## src/rtl/huxi_duty_gen.sv

```systemverilog
// huxi_duty_gen: breathing-LED duty generator.
// Ramps a PWM duty up to PWM_CNT and back down to 0 for one channel at a
// time, rotating through CH_NUM channels. Each new (ch, duty) pair is offered
// downstream on a valid/ready handshake once per PWM period; a registered
// reference PWM on led lets the block run without the downstream stage.
//
// state   | meaning
// --------+---------------------------------------------------------------
// ST_IDLE | disabled or just reset; counters and outputs cleared
// ST_UP   | duty rising by DUTY_STEP per step, saturating at PWM_CNT
// ST_DOWN | duty falling by DUTY_STEP per step, clamped at 0
module huxi_duty_gen #(
  parameter int PWM_CNT   = 1000,
  parameter int DUTY_STEP = 1,
  parameter int DUTY_W    = 10,
  parameter int CH_NUM    = 4
) (
  input  logic              clk,
  input  logic              rst,
  input  logic              en,
  input  logic              duty_rdy,
  output logic [DUTY_W-1:0] duty,
  output logic [1:0]        ch,
  output logic              duty_vld,
  output logic [CH_NUM-1:0] led
);

  localparam logic [1:0] ST_IDLE = 2'd0;
  localparam logic [1:0] ST_UP   = 2'd1;
  localparam logic [1:0] ST_DOWN = 2'd2;

  localparam logic [DUTY_W-1:0] CNT_LAST = DUTY_W'(PWM_CNT - 1);
  localparam logic [DUTY_W:0]   MAX_X    = (DUTY_W+1)'(PWM_CNT);
  localparam logic [DUTY_W:0]   STEP_X   = (DUTY_W+1)'(DUTY_STEP);
  localparam logic [1:0]        CH_LAST  = 2'(CH_NUM - 1);

  logic [1:0]        state;
  logic [DUTY_W-1:0] cnt;
  logic [1:0]        ptr;
  logic              pending;
  logic              step;
  logic [DUTY_W:0]   duty_x;
  logic [DUTY_W:0]   sum_x;
  logic [DUTY_W:0]   next_x;

  assign duty_x = {1'b0, duty};

  // Step decision and next duty; one spare bit keeps saturation from wrapping,
  // and the down path clamps by compare rather than relying on a borrow.
  always_comb begin
    pending = duty_vld && !duty_rdy;
    step    = (state != ST_IDLE) && (cnt == CNT_LAST) && !pending;
    sum_x   = duty_x + STEP_X;
    next_x  = '0;
    if (state == ST_UP) begin
      next_x = (sum_x >= MAX_X) ? MAX_X : sum_x;
    end else if (state == ST_DOWN) begin
      next_x = (duty_x < STEP_X) ? '0 : (duty_x - STEP_X);
    end
  end

  // Period counter, ramp FSM, channel rotation and the duty handshake.
  always_ff @(posedge clk) begin
    if (rst || !en) begin
      state    <= ST_IDLE;
      cnt      <= '0;
      ptr      <= '0;
      duty     <= '0;
      ch       <= '0;
      duty_vld <= 1'b0;
    end else begin
      case (state)
        ST_IDLE: begin
          state <= ST_UP;
        end
        ST_UP, ST_DOWN: begin
          // cnt parks at the last count while the previous pair is unaccepted
          if (cnt == CNT_LAST) begin
            if (step) cnt <= '0;
          end else begin
            cnt <= cnt + 1'b1;
          end
          if (step) begin
            duty     <= next_x[DUTY_W-1:0];
            ch       <= ptr;
            duty_vld <= 1'b1;
            if (state == ST_UP && next_x == MAX_X) begin
              state <= ST_DOWN;
            end
            // the zero pair still carries the old channel; rotate afterwards
            if (state == ST_DOWN && next_x == '0) begin
              state <= ST_UP;
              ptr   <= (ptr == CH_LAST) ? 2'd0 : ptr + 2'd1;
            end
          end else if (duty_rdy) begin
            duty_vld <= 1'b0;
          end
        end
        default: begin
          state <= ST_IDLE;
        end
      endcase
    end
  end

  // Reference PWM: only the active channel lights, for the first duty counts.
  always_ff @(posedge clk) begin
    if (rst || !en) begin
      led <= '0;
    end else begin
      for (int i = 0; i < CH_NUM; i++) begin
        led[i] <= (state != ST_IDLE) && (ch == 2'(i)) && (cnt < duty);
      end
    end
  end

endmodule
```

## config.mk

```make
export PLATFORM = sky130hd
export DESIGN_NAME = huxi_duty_gen
export DESIGN_NICKNAME = d
export VERILOG_FILES = /design/src/rtl/huxi_duty_gen.sv
export SDC_FILE = /design/constraint.sdc
export NUM_CORES = 1
export LEC_CHECK = 0
export CAP_MARGIN = 10
export CORE_MARGIN = 1.5
export CORE_UTILIZATION = 35
export DETAILED_ROUTE_END_ITERATION = 7
export GPL_TIMING_DRIVEN = 0
export HOLD_SLACK_MARGIN = 0.12
export PLACE_DENSITY_LB_ADDON = 0.05
export SLEW_MARGIN = 20
export SYNTH_ARGS = -nofsm -noshare
export SYNTH_HDL_FRONTEND = slang
export SYNTH_SLANG_ARGS = --single-unit
export TNS_END_PERCENT = 50
```

## constraint.sdc

```tcl
create_clock -name clk -period 6.52 [get_ports clk]
set_input_delay 1.304 -clock clk [delete_from_list [all_inputs] [get_ports clk]]
set_output_delay 1.304 -clock clk [all_outputs]
set_load 0.01 [all_outputs]
```

# After elaboration in Yosys (flattened, before gate mapping)
# Index checks and enable logic that the tools add are counted.
word_totals:
  regBits: 31
  in_bits: 4
  output_inout_bits: 17
  wordCells: 66
op_classes:
  add_sub_neg: 4
  order_cmp: 3
  eq_ne: 11
  mux: 13
  n_reduce_logical: 28
ops:
  columns: ["operator", "n"]
  rows:
  - ["$mux W11", 4]
  - ["$mux W10", 2]
  - ["$logic_and A1 B1 Y1", 13]
  - ["$add A10 B1 Y11 const B", 1]
  - ["$eq A11 B10 Y1 const B", 1]
  - ["$ge A11 B10 Y1 const B", 1]
  - ["$logic_not A11 Y1", 1]
  - ["$sub A10 B1 Y11 const B", 1]
  - ["$add A10 B1 Y10 const B", 1]
  - ["$eq A10 B10 Y1 const B", 1]
  - ["$lt A10 B1 Y1 const B", 1]
  - ["$lt A10 B10 Y1", 1]
  - ["$eq A2 B2 Y1 const B", 4]
  - ["$mux W2", 4]
  - ["$reduce_and A2 Y1", 4]
  - ["$eq A2 B1 Y1 const B", 2]
  - ["$logic_not A2 Y1", 2]
  - ["$ne A2 B2 Y1 const B", 2]
  - ["$pmux W2 S2", 1]
  - ["$reduce_bool A2 Y1", 2]
  - ["$logic_not A1 Y1", 3]
  - ["$ne A3 B3 Y1 const B", 1]
  - ["$reduce_and A3 Y1", 1]
  - ["$add A2 B1 Y2 const B", 1]
  - ["other kinds (3)", 4]

# Depth between registers and ports, before layout
depth:
  word_depth: 10
  depth_mapped: 11

# Worst setup path after synthesis
# OpenSTA, ideal clock, no wires.
synth_path:
  kind: "in2reg"
  start: "input duty_rdy"
  end: "register cnt[9]"
  setup_ns: 0.121
  arrival_ns: 2.452
  t_required_ns: 6.399
  setup_slack_ns: 3.947
  cell_stages: 7
  cell_sequence: "inv_1 > a2111o_1 > nand2_2 > and4_1 > and3_1 > xnor2_1 > nor2_1"
synth_via:
  elab_chain_cells: 6
synth_lines:
  columns: ["item", "line_no", "source"]
  rows:
  - ["start, declared", "21", "input logic duty_rdy,"]
  - ["$logic_not A1 Y1", "51", "pending = duty_vld && !duty_rdy;"]
  - ["$logic_and A1 B1 Y1", "51", null]
  - ["$logic_not A1 Y1", "52", "step = (state != ST_IDLE) && (cnt == CNT_LAST) && !pending;"]
  - ["$logic_and A1 B1 Y1", "52", null]
  - ["$ne A2 B2 Y1 (no source line)", null, null]
  - ["$reduce_and A2 Y1 (no source line)", null, null]
  - ["end signal, assigned", "81", "cnt <= cnt + 1'b1;"]
  - ["end, declared", "38", "logic [DUTY_W-1:0] cnt;"]
# No other way between the ends.
# A chain may end at the register's enable or synchronous reset.

# Final worst setup path
layout_path:
  start: "input duty_rdy"
  end: "register ptr[1]"
layout_via:
  elab_chain_cells: 5
layout_lines:
  columns: ["item", "line_no", "source"]
  rows:
  - ["$logic_not A1 Y1", "51", null]
  - ["$logic_and A1 B1 Y1", "51", null]
  - ["$logic_not A1 Y1", "52", null]
  - ["$logic_and A1 B1 Y1", "52", null]
  - ["$reduce_and A3 Y1 (no source line)", null, null]
  - ["end signal, assigned", "93", "ptr <= (ptr == CH_LAST) ? 2'd0 : ptr + 2'd1;"]
  - ["end, declared", "39", "logic [1:0] ptr;"]
# No other way between the ends.

==> results_dict.tcl <==
set metrics [dict create \
    min_period_ns 2.96 \
    hpwl_microns 5330 \
    wl_microns 7120 \
    drv_slew 0 \
    p_leak_uw 0.00105 \
    cts_sinks 31 \
    setup_slack_ns 3.56 \
    nets 365 \
    r2r-start "duty[1]" \
    fin_crit_sh_pct 45.4 \
    start_util_pct 36.2 \
    p_sw_share_pct 24.7 \
    crit_buf_inv 2 \
    io_buffers 20 \
    min_to "ch[1]" \
    firstDrtPassIters 5 \
    synth_cell_type_count 69 \
    async_flop_share_pct 0 \
    p_comb_share_pct 9.7 \
    power_frac_clock_pct 46.3 \
    vias 2468 \
    synth_edf_count 0 \
    drv_cap 0 \
    outcome "finished clean" \
    antennaDiodeCount 0 \
    startpoint_type "primary input" \
    hold_violations 0 \
    core_area_sq_um 6790 \
    worstSetupEndpointType "flop" \
    clk_pin_slew_worst_paths_ns 0.07 \
    synth_seq_cells 31 \
    drc 0 \
    postSynthCellCount 317 \
    wire_per_inst_microns 16.1 \
    synth_ff_type "dfxtp_1" \
    p_switching_uw 108 \
    clock_skew_ns 0.00426 \
    root_buffer "clkbuf_8" \
    syn_area_per_cell_sq_um 7.76 \
    cts_hold_buf 0 \
    p_int_uw 329 \
    cts_tree "yes" \
    worst_slew_pin_slew_ns 0.646 \
    dieArea_sq_um 7540 \
    regToRegEndpoint "ptr[1]" \
    maxSlewHeadroom_pct 56.7 \
    gr-total-overflow 0 \
    dpl_worst_slack_ns 3.26 \
    rsz0062_at_grt "no" \
    dpl.cell_count 433 \
    grt.total_usage_pct 20.2 \
    finalSetupTns_ns 0 \
    design_area_sq_um 2900 \
    grt_max_degree 11 \
    peakVddDrop_uv 81.3 \
    setup_viol 0 \
    yosys_warnings 0 \
    die_h_microns 86.8 \
    ant_nets 0 \
    p_seq_share_pct 44.1 \
    layout-drive-gt1-share_pct 11.3 \
    clockBufferDepth 2 \
    critPathMaxStageDelay_ns 0.50 \
    syn-cell-area_sq_um 2460 \
    post_cts_resized 0 \
    dieWidth_microns 86.8 \
    cellPowerDensity_nw_per_um2 151 \
    antenna_found_initial 0 \
    htreeDepth 2 \
    placed_area_sq_um 2780 \
    gp_congestion 0.847 \
    fin_cells 441 \
    ys_seq_area_share_pct 25.2 \
    grt_first_pass_wirelength_microns 11800 \
    r2r_setup_slack_ns 3.61 \
    crit_fanout 8 \
    drt_iter0_markers 144 \
    hold_path.class "reg2reg" \
    path_delay_family "simple AND/OR/NAND/NOR gates" \
    cp.arrival_ns 3.12 \
    path_class "in2reg" \
    cts_buffers 5 \
    grt_pass1_vias 2348 \
    worst_ep_required_time_ns 6.68 \
    min_path_cells 2 \
    syn_to_final_growth_pct 17.8 \
    fmax_ghz 0.338 \
    fp-row-count 30 \
    avgViaCountPerCell 5.60 \
    rr_worst_depth 11 \
    cp_cell_sequence "clkdlybuf4s50_1 -> inv_1 -> a211o_1 -> nor2_1 -> nand2b_1 -> o31ai_1 -> a21oi_1" \
    clkLatencyLatePin_ns 0.29 \
    io_pins 21 \
    worstHoldStart "ptr[1]" \
    crit_slowest_cell "nor2_1" \
    postCtsSetupBuffers 0 \
    syn_nets 338 \
]
[worst register-to-register path, stage by stage (launching register included)]
cell	delay, ns
dfxtp_1	0.34
buf_6	0.15
inv_1	0.12
ha_1	0.27
or4b_1	0.60
nor2_1	0.14
nand3_1	0.08
a31oi_1	0.25
nor3b_2	0.25
nand3_1	0.20
o31ai_1	0.30
a21oi_1	0.10
[power groups by stage]
stage	combinational, uW	sequential [uW]	clock (uW)
after floorplan	30.0	196	0
after global placement	41.7	197	0
after detailed placement	41.9	197	0
after CTS	41.9	192	207
after global routing	46.7	193	217
final	42.3	192	202
[worst max-delay path by stage]
stage	startpoint	endpoint	cells after the start
3_5_place_dp	duty_rdy	ptr[1]	7
4_1_cts	duty_rdy	ptr[1]	7
3_3_place_gp	duty_rdy	ptr[1]	7
2_1_floorplan	duty_rdy	cnt[9]	7
6_report	duty_rdy	ptr[1]	7
5_1_grt	duty[1]	ptr[1]	11
[state kept, by name (all words and copies together) (netlist names)]
signal and flops:
led 4, state 2, duty_vld 1, cnt 10, ptr 2, ch 2
duty 10
[cell usage after synthesis, types with 3 or more instances]
| library cell | number | area [sq um] |
|---|---|---|
| a21oi_1 | 31 | 155 |
| dfxtp_1 | 31 | 621 |
| nor2_1 | 30 | 113 |
| nand2_1 | 24 | 90.1 |
| nand3_1 | 20 | 100 |
| ha_1 | 17 | 213 |
| inv_1 | 17 | 63.8 |
| o21ai_0 | 11 | 55.1 |
| nor3_1 | 10 | 50.1 |
| nand4_1 | 9 | 56.3 |
| a211oi_1 | 7 | 52.6 |
| and3_1 | 7 | 43.8 |
| buf_2 | 7 | 35.0 |
| clkbuf_1 | 6 | 22.5 |
| xor2_1 | 6 | 52.6 |
| nand2b_1 | 5 | 31.3 |
| o31ai_1 | 5 | 37.5 |
| xnor2_1 | 5 | 43.8 |
| a21o_1 | 4 | 30.0 |
| and4_1 | 3 | 26.3 |
| buf_6 | 3 | 33.8 |
| o22ai_1 | 3 | 18.8 |
[through the flow]
step	util [%]	power, uW	hold WS (ns)
after floorplan	-	226	0.449
after global placement	40.9	238	0.472
after detailed placement	40.9	239	0.483
after CTS	42.6	442	0.494
after global routing	42.6	456	0.518
final	42.6	437	0.493
[logic make-up (layout without fill, tap and decap cells)]
group | Yosys count | in the layout | share of synthesized area (%)
AOI/OAI and AO/OA | 89 | 89 | 25.5
and+or+nand+nor | 133 | 133 | 29.6
xor gates and xnor gates | 11 | 11 | 3.92
buffers and inverters | 35 | 63 | 6.62
DFF | 31 | 31 | 25.2
muxes | 1 | 1 | 0.458
adders and majority gates | 17 | 17 | 8.65
[cell type report]
cell class	instances	area, sq um
fill	712	3900
multi-input combinational	251	1680
sequential	31	621
timing repair buffer	20	200
tap	96	120
buffer	16	91.3
clock buffer	6	82.6
inverter	19	71.3
clock inverter	2	35.0
[placed cells by master (no fill, tap or decap), drive strengths merged, types with 3 or more instances in the layout]
master         count
o211ai             3
a21oi             31
inv               18
buf               10
ha                17
clkdlybuf4s50     20
nor2              31
nand4             10
xor2               6
o22ai              3
nor3              13
xnor2              5
nand3             20
o21ai             12
o31ai              6
a211oi             8
a21o               4
dfxtp             31
o31a               3
and3               8
clkbuf            12
nor4               3
nand2b             5
and4               3
nand2             25
[layer usage]
layer / global-route usage (%) / vias to the layer above / share of wire, %
met5: 0 / - / 0
met4: 11.1 / 0 / 3.5
met3: 3.62 / 17 / 5.8
met2: 29.2 / 72 / 42
met1: 28.3 / 1155 / 49
li1: - / 1224 / -
Note: power is estimated with default switching activity, not from simulation.
